## config.mk

```make
export PLATFORM = sky130hd
export DESIGN_NAME = mvm_result_drain_flat
export DESIGN_NICKNAME = d
export VERILOG_FILES = /design/src/rtl/mvm_result_drain_if.sv /design/src/rtl/mvm_result_drain.sv /design/src/flat_wrapper.sv
export SDC_FILE = /design/constraint.sdc
export NUM_CORES = 1
export LEC_CHECK = 0
export BUFFER_PORTS_ARGS = -buffer_cell sky130_fd_sc_hd__buf_4
export CAP_MARGIN = 10
export CORE_ASPECT_RATIO = 1.75
export CORE_UTILIZATION = 50
export CTS_CLUSTER_SIZE = 20
export DETAILED_ROUTE_END_ITERATION = 10
export GPL_ROUTABILITY_DRIVEN = 0
export GPL_TIMING_DRIVEN = 0
export MAX_ROUTING_LAYER = met4
export PLACE_DENSITY_LB_ADDON = 0.2
export SYNTH_ARGS = -nofsm -noshare
export SYNTH_HDL_FRONTEND = slang
export SYNTH_SLANG_ARGS = --single-unit
export TNS_END_PERCENT = 100
```

## constraint.sdc

```tcl
create_clock -name i_clk -period 4.81 [get_ports i_clk]
set_clock_uncertainty 0.2 [all_clocks]
set_input_delay 0.7215 -clock i_clk [delete_from_list [all_inputs] [get_ports i_clk]]
set_output_delay 0.7215 -clock i_clk [all_outputs]
set_load 0.01 [all_outputs]
```

## src/rtl/mvm_result_drain_if.sv

```systemverilog
// Result/addend memory read port and the drained word stream of mvm_result_drain.
// The master side is the drain; the slave side is the memories plus the downstream consumer.
interface mvm_result_drain_if #(
    parameter int unsigned ADDR_W    = 5,
    parameter int unsigned PROC_SIZE = 64
);
    logic [ADDR_W-1:0]    o_res_addr;
    logic                 o_res_en;
    logic [PROC_SIZE-1:0] i_res;
    logic [ADDR_W-1:0]    o_add_addr;
    logic [PROC_SIZE-1:0] i_add;
    logic [PROC_SIZE-1:0] o_data;
    logic                 o_valid;
    logic                 i_ready;
    logic                 o_last;

    modport master (
        output o_res_addr, o_res_en, o_add_addr, o_data, o_valid, o_last,
        input  i_res, i_add, i_ready
    );

    modport slave (
        input  o_res_addr, o_res_en, o_add_addr, o_data, o_valid, o_last,
        output i_res, i_add, i_ready
    );
endinterface

```

## src/rtl/mvm_result_drain.sv

```systemverilog
// Drains the GF(256) MVM result memory into a valid/ready word stream, optionally adding a
// second vector and zeroing the unused tail bytes of the final word.
module mvm_result_drain #(
    parameter              PARAMETER_SET = "L3",
    parameter int unsigned N_GF          = 8,
    parameter bit          ADD_EN        = 1'b1
) (
    input  logic               i_clk,
    input  logic               i_rst,
    input  logic               i_start,
    mvm_result_drain_if.master bus,
    output logic               o_busy,
    output logic               o_done
);
    localparam int unsigned RES_SIZE_BYTES = (PARAMETER_SET == "L1") ? 104 :
                                             (PARAMETER_SET == "L2") ? 159 :
                                             (PARAMETER_SET == "L3") ? 202 : 8;
    localparam int unsigned PROC_SIZE  = N_GF * 8;
    localparam int unsigned N_WORDS    = (RES_SIZE_BYTES + N_GF - 1) / N_GF;
    localparam int unsigned TAIL_BYTES = RES_SIZE_BYTES - (N_WORDS - 1) * N_GF;
    localparam int unsigned ADDR_W     = (N_WORDS > 1) ? $clog2(N_WORDS) : 1;
    localparam logic [ADDR_W-1:0]    LAST_ADDR = ADDR_W'(N_WORDS - 1);
    localparam logic [PROC_SIZE-1:0] TAIL_MASK = {PROC_SIZE{1'b1}} << ((N_GF - TAIL_BYTES) * 8);

    typedef enum logic [1:0] {StIdle, StRead, StDrain, StDone} state_t;
    state_t state_q, state_d;

    logic [ADDR_W-1:0]    next_q;
    logic [ADDR_W-1:0]    last_addr_q;
    logic                 inflight_q;
    logic                 inflight_last_q;
    logic [PROC_SIZE-1:0] fifo_data_q [2];
    logic [1:0]           fifo_last_q;
    logic                 rd_ptr_q;
    logic                 wr_ptr_q;
    logic [1:0]           count_q;

    logic                 valid;
    logic                 pop;
    logic                 issue;
    logic                 is_last_addr;
    logic                 fifo_drained;
    logic [2:0]           credit;
    logic [PROC_SIZE-1:0] ret_word;

    always_comb begin
        valid        = (count_q != 2'd0);
        pop          = valid && bus.i_ready;
        credit       = {1'b0, count_q} + {2'b00, inflight_q} - {2'b00, pop};
        issue        = (state_q == StRead) && (credit < 3'd2);
        is_last_addr = (next_q == LAST_ADDR);
        // Counts the word leaving this cycle so DONE follows the final handshake directly.
        fifo_drained = !inflight_q && ((count_q == 2'd0) || ((count_q == 2'd1) && pop));
        ret_word     = bus.i_res ^ (ADD_EN ? bus.i_add : '0);
        if (inflight_last_q) begin
            ret_word = ret_word & TAIL_MASK;
        end

        state_d = state_q;
        unique case (state_q)
            StIdle:  if (i_start) state_d = StRead;
            StRead:  if (issue && is_last_addr) state_d = StDrain;
            StDrain: if (fifo_drained) state_d = StDone;
            StDone:  state_d = StIdle;
            default: state_d = StIdle;
        endcase
    end

    always_ff @(posedge i_clk) begin
        if (i_rst) begin
            state_q <= StIdle;
        end else begin
            state_q <= state_d;
        end
    end

    always_ff @(posedge i_clk) begin
        if (i_rst) begin
            next_q          <= '0;
            last_addr_q     <= '0;
            inflight_q      <= 1'b0;
            inflight_last_q <= 1'b0;
            rd_ptr_q        <= 1'b0;
            wr_ptr_q        <= 1'b0;
            count_q         <= 2'd0;
        end else begin
            inflight_q      <= issue;
            inflight_last_q <= issue && is_last_addr;
            if ((state_q == StIdle) && i_start) begin
                next_q <= '0;
            end else if (issue && !is_last_addr) begin
                next_q <= next_q + 1'b1;
            end
            if (issue) begin
                last_addr_q <= next_q;
            end
            if (inflight_q) begin
                wr_ptr_q <= ~wr_ptr_q;
            end
            if (pop) begin
                rd_ptr_q <= ~rd_ptr_q;
            end
            count_q <= count_q + {1'b0, inflight_q} - {1'b0, pop};
        end
    end

    // Storage needs no reset: the head is only exposed while count_q is non-zero.
    always_ff @(posedge i_clk) begin
        if (inflight_q) begin
            fifo_data_q[wr_ptr_q] <= ret_word;
            fifo_last_q[wr_ptr_q] <= inflight_last_q;
        end
    end

    assign bus.o_res_en   = issue;
    assign bus.o_res_addr = issue ? next_q : last_addr_q;
    assign bus.o_add_addr = issue ? next_q : last_addr_q;
    assign bus.o_valid    = valid;
    assign bus.o_data     = valid ? fifo_data_q[rd_ptr_q] : '0;
    assign bus.o_last     = valid && fifo_last_q[rd_ptr_q];
    assign o_busy         = (state_q != StIdle);
    assign o_done         = (state_q == StDone);
endmodule

```

## src/flat_wrapper.sv

```systemverilog
// flat-port wrapper written by rule: the top's interface ports become plain ports
module mvm_result_drain_flat 
#(
    parameter              PARAMETER_SET = "  ",
    parameter int unsigned N_GF          = 8,
    parameter bit          ADD_EN        = 1'b1
)
  (i_clk, i_rst, i_start, o_busy, o_done, bus_o_res_addr, bus_o_res_en, bus_o_add_addr, bus_o_data, bus_o_valid, bus_o_last, bus_i_res, bus_i_add, bus_i_ready);
  mvm_result_drain_if #(.ADDR_W(4), .PROC_SIZE(64)) bus_i ();
  input  logic i_clk;
  input  logic i_rst;
  input  logic i_start;
  output logic o_busy;
  output logic o_done;
  output wire logic [$bits(bus_i.o_res_addr)-1:0] bus_o_res_addr;
  output wire logic [$bits(bus_i.o_res_en)-1:0] bus_o_res_en;
  output wire logic [$bits(bus_i.o_add_addr)-1:0] bus_o_add_addr;
  output wire logic [$bits(bus_i.o_data)-1:0] bus_o_data;
  output wire logic [$bits(bus_i.o_valid)-1:0] bus_o_valid;
  output wire logic [$bits(bus_i.o_last)-1:0] bus_o_last;
  input wire logic [$bits(bus_i.i_res)-1:0] bus_i_res;
  input wire logic [$bits(bus_i.i_add)-1:0] bus_i_add;
  input wire logic [$bits(bus_i.i_ready)-1:0] bus_i_ready;
  assign bus_o_res_addr = bus_i.o_res_addr;
  assign bus_o_res_en = bus_i.o_res_en;
  assign bus_o_add_addr = bus_i.o_add_addr;
  assign bus_o_data = bus_i.o_data;
  assign bus_o_valid = bus_i.o_valid;
  assign bus_o_last = bus_i.o_last;
  assign bus_i.i_res = bus_i_res;
  assign bus_i.i_add = bus_i_add;
  assign bus_i.i_ready = bus_i_ready;
  mvm_result_drain #(.PARAMETER_SET(PARAMETER_SET), .N_GF(N_GF), .ADD_EN(ADD_EN)) u_core (.i_clk(i_clk), .i_rst(i_rst), .i_start(i_start), .bus(bus_i), .o_busy(o_busy), .o_done(o_done));
endmodule
```

# Yosys cells after proc, flatten, opt, wreduce, memory -nomap -nowiden
# Memory sizes are Yosys's and may differ from the RTL's. A register that Yosys moved wholly into a read port is not among the register bits.
# Cells that the tools add are included.
[totals]
regBits = 12
ram_bits = 128
rom_bits = 0
output_inout_bits = 77
input_bits = 132
latch_bits = 0
mem_count = 1
elab_cells = 62
[classes]
div_mod_pow = 0
shift = 0
n_bitwise = 4
n_mul = 0
reduce_logical = 17
n_eq_ne = 7
addsub = 5
muxes = 15
magnitude_cmp = 4
[mem_list]
columns = ["name", "words", "width", "rd", "rd_ports_with_merged_regs", "write_ports", "line_no", "text"]
rows = [
  ["u_core.fifo_data_q", 2, 64, 1, 1, 1, "mvm_result_drain.sv:32", "logic [PROC_SIZE-1:0] fifo_data_q [2];"],
]
[op_table]
columns = ["cell", "n"]
rows = [
  ["2-to-1 mux 64 bit", 1],
  ["bitwise XOR 64 bit", 1],
  ["logical AND 1 bit", 9],
  ["2-to-1 mux 1 bit", 8],
  ["one-hot mux 2 bit (4 select lines)", 1],
  ["2-to-1 mux 2 bit", 3],
  ["== test 2 x 1 -> 1 bit (second input constant)", 2],
  ["== test 2 bit (second input constant)", 2],
  ["logical NOT 2 bit", 2],
  ["less-than comparator 1 x 2 -> 1 bit (second input constant)", 2],
  ["inequality test 2 bit (second input constant)", 2],
  ["nonzero test 2 bit", 2],
  ["adder 2 x 1 -> 3 bit", 1],
  ["less-than comparator 3 x 2 -> 1 bit (second input constant)", 1],
  ["inverter 1 bit", 3],
  ["AND reduction 3 bit", 1],
  ["subtractor 3 x 1 -> 3 bit", 1],
  ["adder 2 x 1 -> 2 bit", 1],
  ["bitwise mux 2 bit", 1],
  ["inequality test 2 x 1 -> 1 bit (second input constant)", 1],
  ["OR reduction 2 bit", 1],
  ["subtractor 2 x 1 -> 2 bit", 1],
  ["adder 1 bit (second input constant)", 1],
  ["demux 1 bit (select 1 bit)", 1],
  ["3 further kinds", 3],
]

# Depth between registers and ports, before layout
# Gate-level depths: netlist of run 1.
[depth]
depth_word = 8
mapped_depth = 11
depth_no_buf = 11

# Least setup slack after synthesis of run 1
# No wires, ideal clock.
[synth_timing]
path_type = "reg2reg"
from = "register u_core.inflight_q"
to = "memory u_core.fifo_data_q[0][0] (enable)"
setup_slack_ns = 0.975
required_time_ns = 4.121
setup_ns = 0.489
period_less_slack_ns = 3.835
n_path_buf = 0
arrival_ns = 3.147
path_stages_with_launch = 3
path_cell_list = "dfxtp_1 inv_1 nor2_1"
[synth_between]
elab_chain_len = 2
[synth_lines]
columns = ["element", "line_no", "text"]
rows = [
  ["start, declared", "mvm_result_drain.sv:30", "logic inflight_q;"],
  ["start signal, assigned", "mvm_result_drain.sv:87", "inflight_q <= issue;"],
  ["2-to-1 mux 1 bit", "mvm_result_drain.sv:109", "if (inflight_q) begin"],
  ["2-to-1 mux 1 bit (not written as such)", "mvm_result_drain.sv:110", "fifo_data_q[wr_ptr_q] <= ret_word;"],
  ["end, declared", "mvm_result_drain.sv:32", ""],
]
# Every way passes these cells.

# Worst setup path in the final report of run 1
[layout_timing]
from = "register u_core.count_q[1]"
to = "output bus_o_res_addr[0]"
[layout_between]
elab_chain_len = 6
word_cells_on_any_way = 7
cone_classes = "add/sub: 2; order compare: 1; mux: 1; reduce/logical: 3"
[layout_lines]
columns = ["element", "line_no", "text"]
rows = [
  ["start, declared", "mvm_result_drain.sv:36", "logic [1:0] count_q;"],
  ["start signal, assigned", "mvm_result_drain.sv:103", "count_q <= count_q + {1'b0, inflight_q} - {1'b0, pop};"],
  ["nonzero test 2 bit", "mvm_result_drain.sv:47", "valid = (count_q != 2'd0);"],
  ["logical AND 1 bit", "mvm_result_drain.sv:48", "pop = valid && bus.i_ready;"],
  ["named net u_core.pop", "mvm_result_drain.sv:39", "logic pop;"],
  ["subtractor 3 x 1 -> 3 bit", "mvm_result_drain.sv:49", "credit = {1'b0, count_q} + {2'b00, inflight_q} - {2'b00, pop};"],
  ["named net u_core.credit[1]", "mvm_result_drain.sv:43", "logic [2:0] credit;"],
  ["less-than comparator 3 x 2 -> 1 bit", "mvm_result_drain.sv:50", "issue = (state_q == StRead) && (credit < 3'd2);"],
  ["logical AND 1 bit", "mvm_result_drain.sv:50", ""],
  ["2-to-1 mux 1 bit", "mvm_result_drain.sv:116", "assign bus.o_res_addr = issue ? next_q : last_addr_q;"],
  ["end, declared", "flat_wrapper.sv:15", "output wire logic [$bits(bus_i.o_res_addr)-1:0] bus_o_res_addr;"],
]
# The timed path passes the listed nets, and every way through them passes these cells.

==> flow_summary.json, run 1 <==
{
  "outcome": "complete, no violations",
  "drive_gt1_share_pct": 38.79,
  "post_cts_buffers": 0,
  "setup_violations": 0,
  "setup.worst_path.end_class": "output port",
  "cts_num_sinks": 141,
  "synth_ff_type": "edfxtp_1",
  "netlist_instances": 407,
  "hold_start": "u_core.inflight_last_q$_SDFF_PP0_",
  "viasPerCell": 5.032,
  "grt_usage_pct": 20.80,
  "diodes": 0,
  "final_hold_viol_count": 0,
  "cp-startpoint": "u_core.count_q[1]$_SDFF_PP0_",
  "antenna_found_initial": 0,
  "drc": 0,
  "r2r-start": "u_core.count_q[1]$_SDFF_PP0_",
  "synthToLayoutAreaGrowth_pct": 38.91,
  "maxCapViolCount": 0,
  "grt_pass1_vias": 4179,
  "ys_async_sr_fraction_pct": 0,
  "numCtsBuffers": 17,
  "crit_fanout": 4,
  "yosysWarnings": 0,
  "max_freq_mhz": 248.2,
  "grt_setup_unrepaired": "no",
  "finalMaxSlewViolations": 0,
  "ir_drop_v": 0.0003586,
  "hpwl_microns": 8616,
  "power_uw": 4143,
  "cts_root_buf": "clkbuf_16",
  "setup.worst_path.start_class": "register",
  "ctsResizeCount": 0,
  "ant_nets": 0,
  "p_per_area_nw_per_um2": 494.4,
  "ys_types": 28,
  "slew_headroom_pct": 39.57,
  "cts_tree": "built",
  "routed_wire_length_per_instance_microns": 15.71,
  "nets": 774,
  "clkLatencyLatePin_ps": 400,
  "drt-initial-drc-count": 116,
  "wirelength_microns": 12290,
  "rows": 52,
  "grt-ovfl-total": 0,
  "cp_data_required_time_ps": 3890,
  "synth_area_per_cell_sq_um": 14.82,
  "synth.area.top_cells": "edfxtp_1 65%, mux2i_1 11%, xor2_1 9.4%",
  "path_class": "register to output port",
  "worst_pin_slew_ps": 906.4,
  "synth_area_sq_um": 6033,
  "io_buffers": 201,
  "yosys.area.top_type_share_pct": 64.70,
  "post-place-ws_ps": 976.0,
  "die_width_microns": 85.04,
  "postCtsHoldBufs": 0,
  "finalCritPeriodShare_pct": 83.76,
  "grt_max_degree": 66,
  "coreArea_sq_um": 11650,
  "setup-tns-final_ps": 0,
  "initial_core_util_pct": 51.80,
  "dr.pass1.iters": 4,
  "cts-htree-levels": 4,
  "grt_pass1_wl_microns": 18990,
  "die_area_sq_um": 12530,
  "die_h_microns": 147.3,
  "final_util_pct": 71.96,
  "seq_area_frac_synth_pct": 68.35,
  "yosysTopAreaCell": "edfxtp_1",
  "synth_enable_flop_cells": 130,
  "vias": 3935,
  "design.portCount": 209,
  "path_clk_slew_ps": 60,
  "synth_seq_cells": 141,
  "cts.path.max_buffers": 2,
  "arrival_ps": 3110,
  "fin_ws_ps": 781.3,
  "p_leak_uw": 0.003380,
  "fin_crit_ps": 4029,
  "hold_path_class": "register to register"
}
[cells in the mapped netlist, types with 2 or more instances]
master and count:
and2_1 3, buf_1 4, buf_2 7, buf_4 7, clkbuf_1 4, dfxtp_1 11
edfxtp_1 130, ha_1 7, inv_1 13, mux2i_1 65, nor2_1 73, nor2b_1 2
xnor2_1 2, xor2_1 65
[cell type report]
cell class              instances  area [sq um]
fillers                       818          3266
inverters                      13         48.80
flip-flops and latches        141          4124
plain buffers                  22         117.6
clock buffers                  19         432.9
repair buffers                203          1549
multi-input cells             236          1772
clock inverters                13         167.7
well taps                     135         168.9
[metrics by stage]
step / instances / area [sq um] / hold WS, ps
2_1_floorplan: 412 / 6052 / 203.7
4_1_cts: 782 / 8381 / 225.7
3_5_place_dp: 750 / 7780 / 212.1
6_report: 782 / 8381 / 229.8
5_1_grt: 782 / 8381 / 238.6
3_3_place_gp: 748 / 7730 / 206.7
[metal layers]
metal	up-vias	routed length, microns	global-route usage [%]
met5	-	0	-
met3	32	636	4.157
met2	151	6924	38.55
li1	1871	-	-
met1	1881	4290	19.73
met4	0	434	10.93
[cells in the final DEF (no fill, tap or decap), types with 2 or more instances in the layout]
cell type,count
nor2b_1,2
conb_1,6
xor2_1,65
clkinv_4,3
clkinvlp_4,5
clkbuf_1,6
mux2i_1,65
xnor2_1,2
buf_12,2
buf_1,4
and2_1,2
nor2_1,72
ha_1,7
bufinv_16,3
buf_2,7
edfxtp_1,130
inv_1,13
clkbuf_16,17
dfxtp_1,11
buf_4,208
[registers in the layout (all words and copies together) (netlist names), named ones only]
signal and count:
u_core.fifo_data_q 128, u_core.state_q 2, u_core.inflight_last_q 1, u_core.count_q 2
u_core.fifo_last_q 2, u_core.next_q 1, u_core.rd_ptr_q 1, u_core.wr_ptr_q 1
u_core.inflight_q 1, u_core.last_addr_q 1
[power breakdown]
part / internal [uW] / switching (uW)
Sequential: 1580 / 59.1
Combinational: 552 / 652
Clock: 817 / 487
Total: 2950 / 1200
[worst paths after layout]
path	endpoint	slack [ps]	cells after the start
hold / removal	u_core.fifo_last_q[0]$_DFFE_PP_	230	0
hold reg to reg	u_core.fifo_last_q[0]$_DFFE_PP_	230	0
setup reg to reg	u_core.state_q[0]$_SDFFE_PP0P_	1710	11
setup / recovery	bus_o_res_addr[0]	780	12
[critical path, stage by stage, from the launching register on]
cell     delay [ps]
dfxtp_1         340
nor2_1          160
inv_1            90
and2_1          200
ha_1            280
inv_1            40
ha_1            210
fa_1            520
inv_1            70
nand3_1         160
mux2_2          380
buf_4           130
buf_4           130
[kinds of logic after synthesis]
| logic type | count (synthesis) | synth area share (%) |
|---|---|---|
| compound gates | 6 | 0.8297 |
| xor+xnor | 67 | 9.726 |
| fa+ha+maj | 8 | 1.783 |
| buf+inv | 35 | 2.758 |
| flops | 141 | 68.35 |
| mux | 66 | 10.97 |
| other cells | 1 | 0.06216 |
| simple gates | 83 | 5.516 |
No activity file was read; power rests on OpenSTA's default activity.
==> inputs of run 2 (changes only) <==
clock period = 3.9 ns   (was 4.81 ns; I/O delays follow)
==> flow_summary.json, run 2 (synthesized netlist as in run 1, its figures left out) <==
{
  "outcome": "complete, no violations",
  "wirelength_microns": 12230,
  "finalCritPeriodShare_pct": 96.52,
  "grt_max_degree": 66,
  "switching_share_pct": 28.89,
  "ir_drop_v": 0.0004423,
  "antenna_found_initial": 0,
  "drc": 0,
  "p_seq_share_pct": 39.5,
  "setup-tns-final_ps": 0,
  "cts-htree-levels": 4,
  "final_hold_viol_count": 0,
  "clockPowerShare_pct": 31.4,
  "clkLatencyLatePin_ps": 400,
  "setup.worst_path.start_class": "register",
  "cp_common_cell": "inv_1",
  "mostFrequentLayoutCells": "208 x buf_4, 130 x edfxtp_1, 71 x nor2_1",
  "ant_nets": 0,
  "diodes": 0,
  "rows": 52,
  "grt-ovfl-total": 0,
  "cts_root_buf": "clkbuf_16",
  "hpwl_microns": 8616,
  "grt_pass1_wl_microns": 18990,
  "vias": 3908,
  "coreArea_sq_um": 11650,
  "critical_path.cell_chain": "nor2_4 > inv_1 > and2_1 > ha_1 > inv_1 > ha_1 > fa_2 > inv_1 > nand3_2 > mux2_4 > buf_4 > buf_4",
  "design.portCount": 209,
  "regMostFlops": "u_core.fifo_data_q",
  "drt-initial-drc-count": 127,
  "post-route-cell-area_sq_um": 8408,
  "fillCellCount": 812,
  "grt_setup_unrepaired": "no",
  "die_area_sq_um": 12530,
  "postCtsHoldBufs": 0,
  "die_width_microns": 85.04,
  "io_buffers": 201,
  "arrival_ps": 2980,
  "routed_wire_length_per_instance_microns": 15.64,
  "grt_usage_pct": 20.80,
  "cp_top_family": "adder cells",
  "finalNonFillerCells": 782,
  "comb_power_share_pct": 29.2,
  "final_common_cell": "buf_4",
  "die_h_microns": 147.3,
  "fin_hold_ws_ps": 182.0,
  "nets": 774,
  "crit_fanout": 4,
  "cp.depth": 12,
  "p_leak_uw": 0.003388,
  "fin_crit_ps": 3764,
  "setup.worst_path.end_class": "output port",
  "path_class": "register to output port",
  "maxCapViolCount": 0,
  "numCtsBuffers": 17,
  "hold_path_class": "primary input to register",
  "viasPerCell": 4.997,
  "path_clk_slew_ps": 60,
  "cts.path.max_buffers": 2,
  "slowest_delay_ps": 540,
  "p_sw_uw": 1479,
  "max_freq_mhz": 265.7,
  "cp_slowest_cell": "fa_2",
  "critPathBufInv": 5,
  "worst-r2r-cell-count": 11,
  "place_area_sq_um": 7780,
  "largest_reg_flops": 128,
  "post_cts_buffers": 0,
  "hold_depth": 2,
  "p_per_area_nw_per_um2": 608.8,
  "dp.cells": 750,
  "cp_data_required_time_ps": 3120,
  "slew_headroom_pct": 39.58,
  "cts_num_sinks": 141,
  "worst_pin_slew_ps": 906.3,
  "synthToLayoutAreaGrowth_pct": 39.36,
  "grt_pass1_vias": 4179,
  "finalMaxSlewViolations": 0,
  "drive_gt1_share_pct": 39.57,
  "dr.pass1.iters": 5,
  "setup_violations": 0,
  "p_int_uw": 3640,
  "cts_tree": "built",
  "initial_core_util_pct": 51.80
}
run 2: final timing paths:
kind | start | to | slack, ps
hold / removal | i_start | u_core.next_q$_SDFFE_PP0P_ | 180
hold reg to reg | u_core.inflight_last_q$_SDFF_PP0_ | u_core.fifo_last_q[0]$_DFFE_PP_ | 230
setup / recovery | u_core.count_q[1]$_SDFF_PP0_ | bus_o_res_addr[0] | 140
setup reg to reg | u_core.count_q[1]$_SDFF_PP0_ | u_core.state_q[0]$_SDFFE_PP0P_ | 900
run 2: metal layers:
layer  track usage [%]  vias up  part of all wire (%)
li1                  -     1869                     -
met1             19.73     1859                    35
met2             38.55      148                    57
met3             4.157       32                   5.3
met4             10.93        0                   3.5
met5                 -        -                     0
run 2: timing repair:
| action | in CTS | in global routing |
|---|---|---|
| gates cloned | 0 | 0 |
| pin swaps | 0 | 1 |
| gates resized for setup | 1 | 6 |
| setup endpoints to repair | 1 | 1 |
run 2: cell type report:
class	count	area (sq um)	share of cell area, %
buffer	22	117.6	1.399
clock buffer	19	432.9	5.149
clock inverter	13	167.7	1.994
inverter	13	48.80	0.5804
multi-input combinational	236	1798	21.38
sequential	141	4125	49.06
tap	135	168.9	2.009
timing repair buffer	203	1549	18.42
run 2: stage by stage:
stage / power [uW] / setup slack, ps / util, %
after CTS: 5160 / 31.52 / 71.98
final: 5119 / 135.8 / 72.20
after detailed placement: 3543 / 339.0 / 66.80
after global routing: 5367 / 7.695 / 72.20
after global placement: 3483 / -1459 / 66.37
after floorplan: 2893 / 64.56 / -
run 2: power by group through the flow:
stage               clock (uW)  sequential, uW  combinational (uW)
CTS                       1640            2020                1500
global placement             0            2070                1420
detailed placement           0            2050                1490
floorplan                    0            2050                 848
finish                    1610            2020                1490
global route              1690            2040                1630
==> inputs of run 3 (changes only) <==
REMOVE_ABC_BUFFERS = 1   (was default)
==> flow_summary.json, run 3 (synthesized netlist as in run 1, its figures left out) <==
{
  "arrival_ps": 3010,
  "ir_drop_v": 0.0004007,
  "dp.cells": 732,
  "dr.pass1.iters": 4,
  "hold_path_class": "primary input to register",
  "grt_pass1_wl_microns": 19020,
  "cp_common_cell": "inv_1",
  "initial_core_util_pct": 51.80,
  "path_clk_slew_ps": 60,
  "cp_data_required_time_ps": 3120,
  "finalNonFillerCells": 770,
  "grt_setup_unrepaired": "no",
  "finalMaxSlewViolations": 0,
  "critical_path.cell_chain": "nor2_4 > buf_16 > inv_1 > and2_1 > ha_1 > inv_1 > ha_1 > fa_2 > inv_1 > nand3_2 > mux2_4 > buf_4",
  "numCtsBuffers": 17,
  "setup-tns-final_ps": 0,
  "grt-ovfl-total": 0,
  "grt_pass1_vias": 3928,
  "finalCritPeriodShare_pct": 97.29,
  "crit_fanout": 4,
  "post-place-ws_ps": -220.8,
  "wirelength_microns": 12370,
  "rows": 52,
  "largest_reg_flops": 128,
  "grt_usage_pct": 20.91,
  "max_freq_mhz": 263.6,
  "fin_crit_ps": 3794,
  "io_buffers": 202,
  "p_per_area_nw_per_um2": 611.6,
  "drt-initial-drc-count": 180,
  "slowest_delay_ps": 540,
  "vias": 3841,
  "hpwl_microns": 8161,
  "nets": 762,
  "viasPerCell": 4.988,
  "synthToLayoutAreaGrowth_pct": 39.80,
  "maxCapViolCount": 0,
  "setup_violations": 0,
  "design.portCount": 209,
  "ant_nets": 0,
  "die_h_microns": 147.3,
  "p_leak_uw": 0.003392,
  "mostFrequentLayoutCells": "206 x buf_4, 130 x edfxtp_1, 71 x nor2_1",
  "drive_gt1_share_pct": 40.00,
  "cts-htree-levels": 4,
  "regMostFlops": "u_core.fifo_data_q",
  "setup.worst_path.start_class": "register",
  "cts_num_sinks": 141,
  "path_class": "register to output port",
  "clkLatencyLatePin_ps": 400,
  "outcome": "complete, no violations",
  "critPathBufInv": 5,
  "die_width_microns": 85.04,
  "setup.worst_path.end_class": "output port",
  "final_common_cell": "buf_4",
  "fin_ws_ps": 105.8,
  "final_hold_viol_count": 0,
  "cts.path.max_buffers": 2,
  "drc": 0,
  "antenna_found_initial": 0,
  "diodes": 0,
  "routed_wire_length_per_instance_microns": 16.07,
  "grt_max_degree": 66,
  "cp_slowest_cell": "fa_2",
  "cp_top_family": "adder cells",
  "worst_pin_slew_ps": 907.4,
  "die_area_sq_um": 12530,
  "coreArea_sq_um": 11650,
  "cts_root_buf": "clkbuf_16",
  "slew_headroom_pct": 39.50,
  "cts_tree": "built"
}
run 3: repair_timing:
item	CTS	global route
endpoints found under the setup margin	3	2
gates resized for setup	6	1
setup buffers	4	0
endpoints found under the hold margin	0	0
hold buffers	0	0
pin swaps	1	1
cloned	3	0
run 3: worst paths after layout:
check,startpoint,endpoint,slack [ps],cells after the start
worst min register to register,u_core.inflight_last_q$_SDFF_PP0_,u_core.fifo_last_q[1]$_DFFE_PP_,240,0
worst min-delay path,i_start,u_core.next_q$_SDFFE_PP0P_,190,2
worst max register to register,u_core.count_q[0]$_SDFF_PP0_,u_core.state_q[0]$_SDFFE_PP0P_,780,12
worst max-delay path,u_core.count_q[0]$_SDFF_PP0_,bus_o_add_addr[0],110,12
run 3: area by class of cell:
cell class | instances | area, sq um
repair buffers | 212 | 1707
inverters | 13 | 48.80
flip-flops and latches | 141 | 4133
clock inverters | 14 | 143.9
fillers | 786 | 3212
well taps | 135 | 168.9
multi-input cells | 237 | 1804
clock buffers | 18 | 429.2
run 3: worst reg2reg max path, cell delays in order (launching register included):
cell and delay [ps]:
dfxtp_2 360, nor2_4 160, buf_16 120, inv_1 50, and2_1 190, ha_1 280, inv_1 40, ha_1 210
fa_2 440, inv_1 120, a31oi_1 150, or4_1 500, and3_1 190
run 3: stage by stage:
step           area [sq um]  hold slack (ps)  total power, uW  util [%]
2_1_floorplan          5934            203.7             2913         -
4_1_cts                8431            183.5             5210     72.39
3_3_place_gp           7620            207.5             3734     65.43
5_1_grt                8434            196.1             5401     72.42
6_report               8434            193.8             5159     72.42
3_5_place_dp           7764            220.3             3581     66.66
run 3: routing by layer:
metal | up-vias | share of wire (%) | track usage [%]
li1 | 1855 | - | -
met1 | 1825 | 37 | 21.86
met2 | 145 | 57 | 37.78
met3 | 16 | 4.8 | 4.663
met4 | 0 | 1.6 | 7.881
met5 | - | 0 | -
run 3: report_power, final:
part           total (uW)  switching [uW]  leakage (uW)  internal [uW]
logic                1540             771       0.00185            770
clock network        1540             598      0.000270            940
registers            2080             131       0.00127           1950
total                5160            1500       0.00339           3660
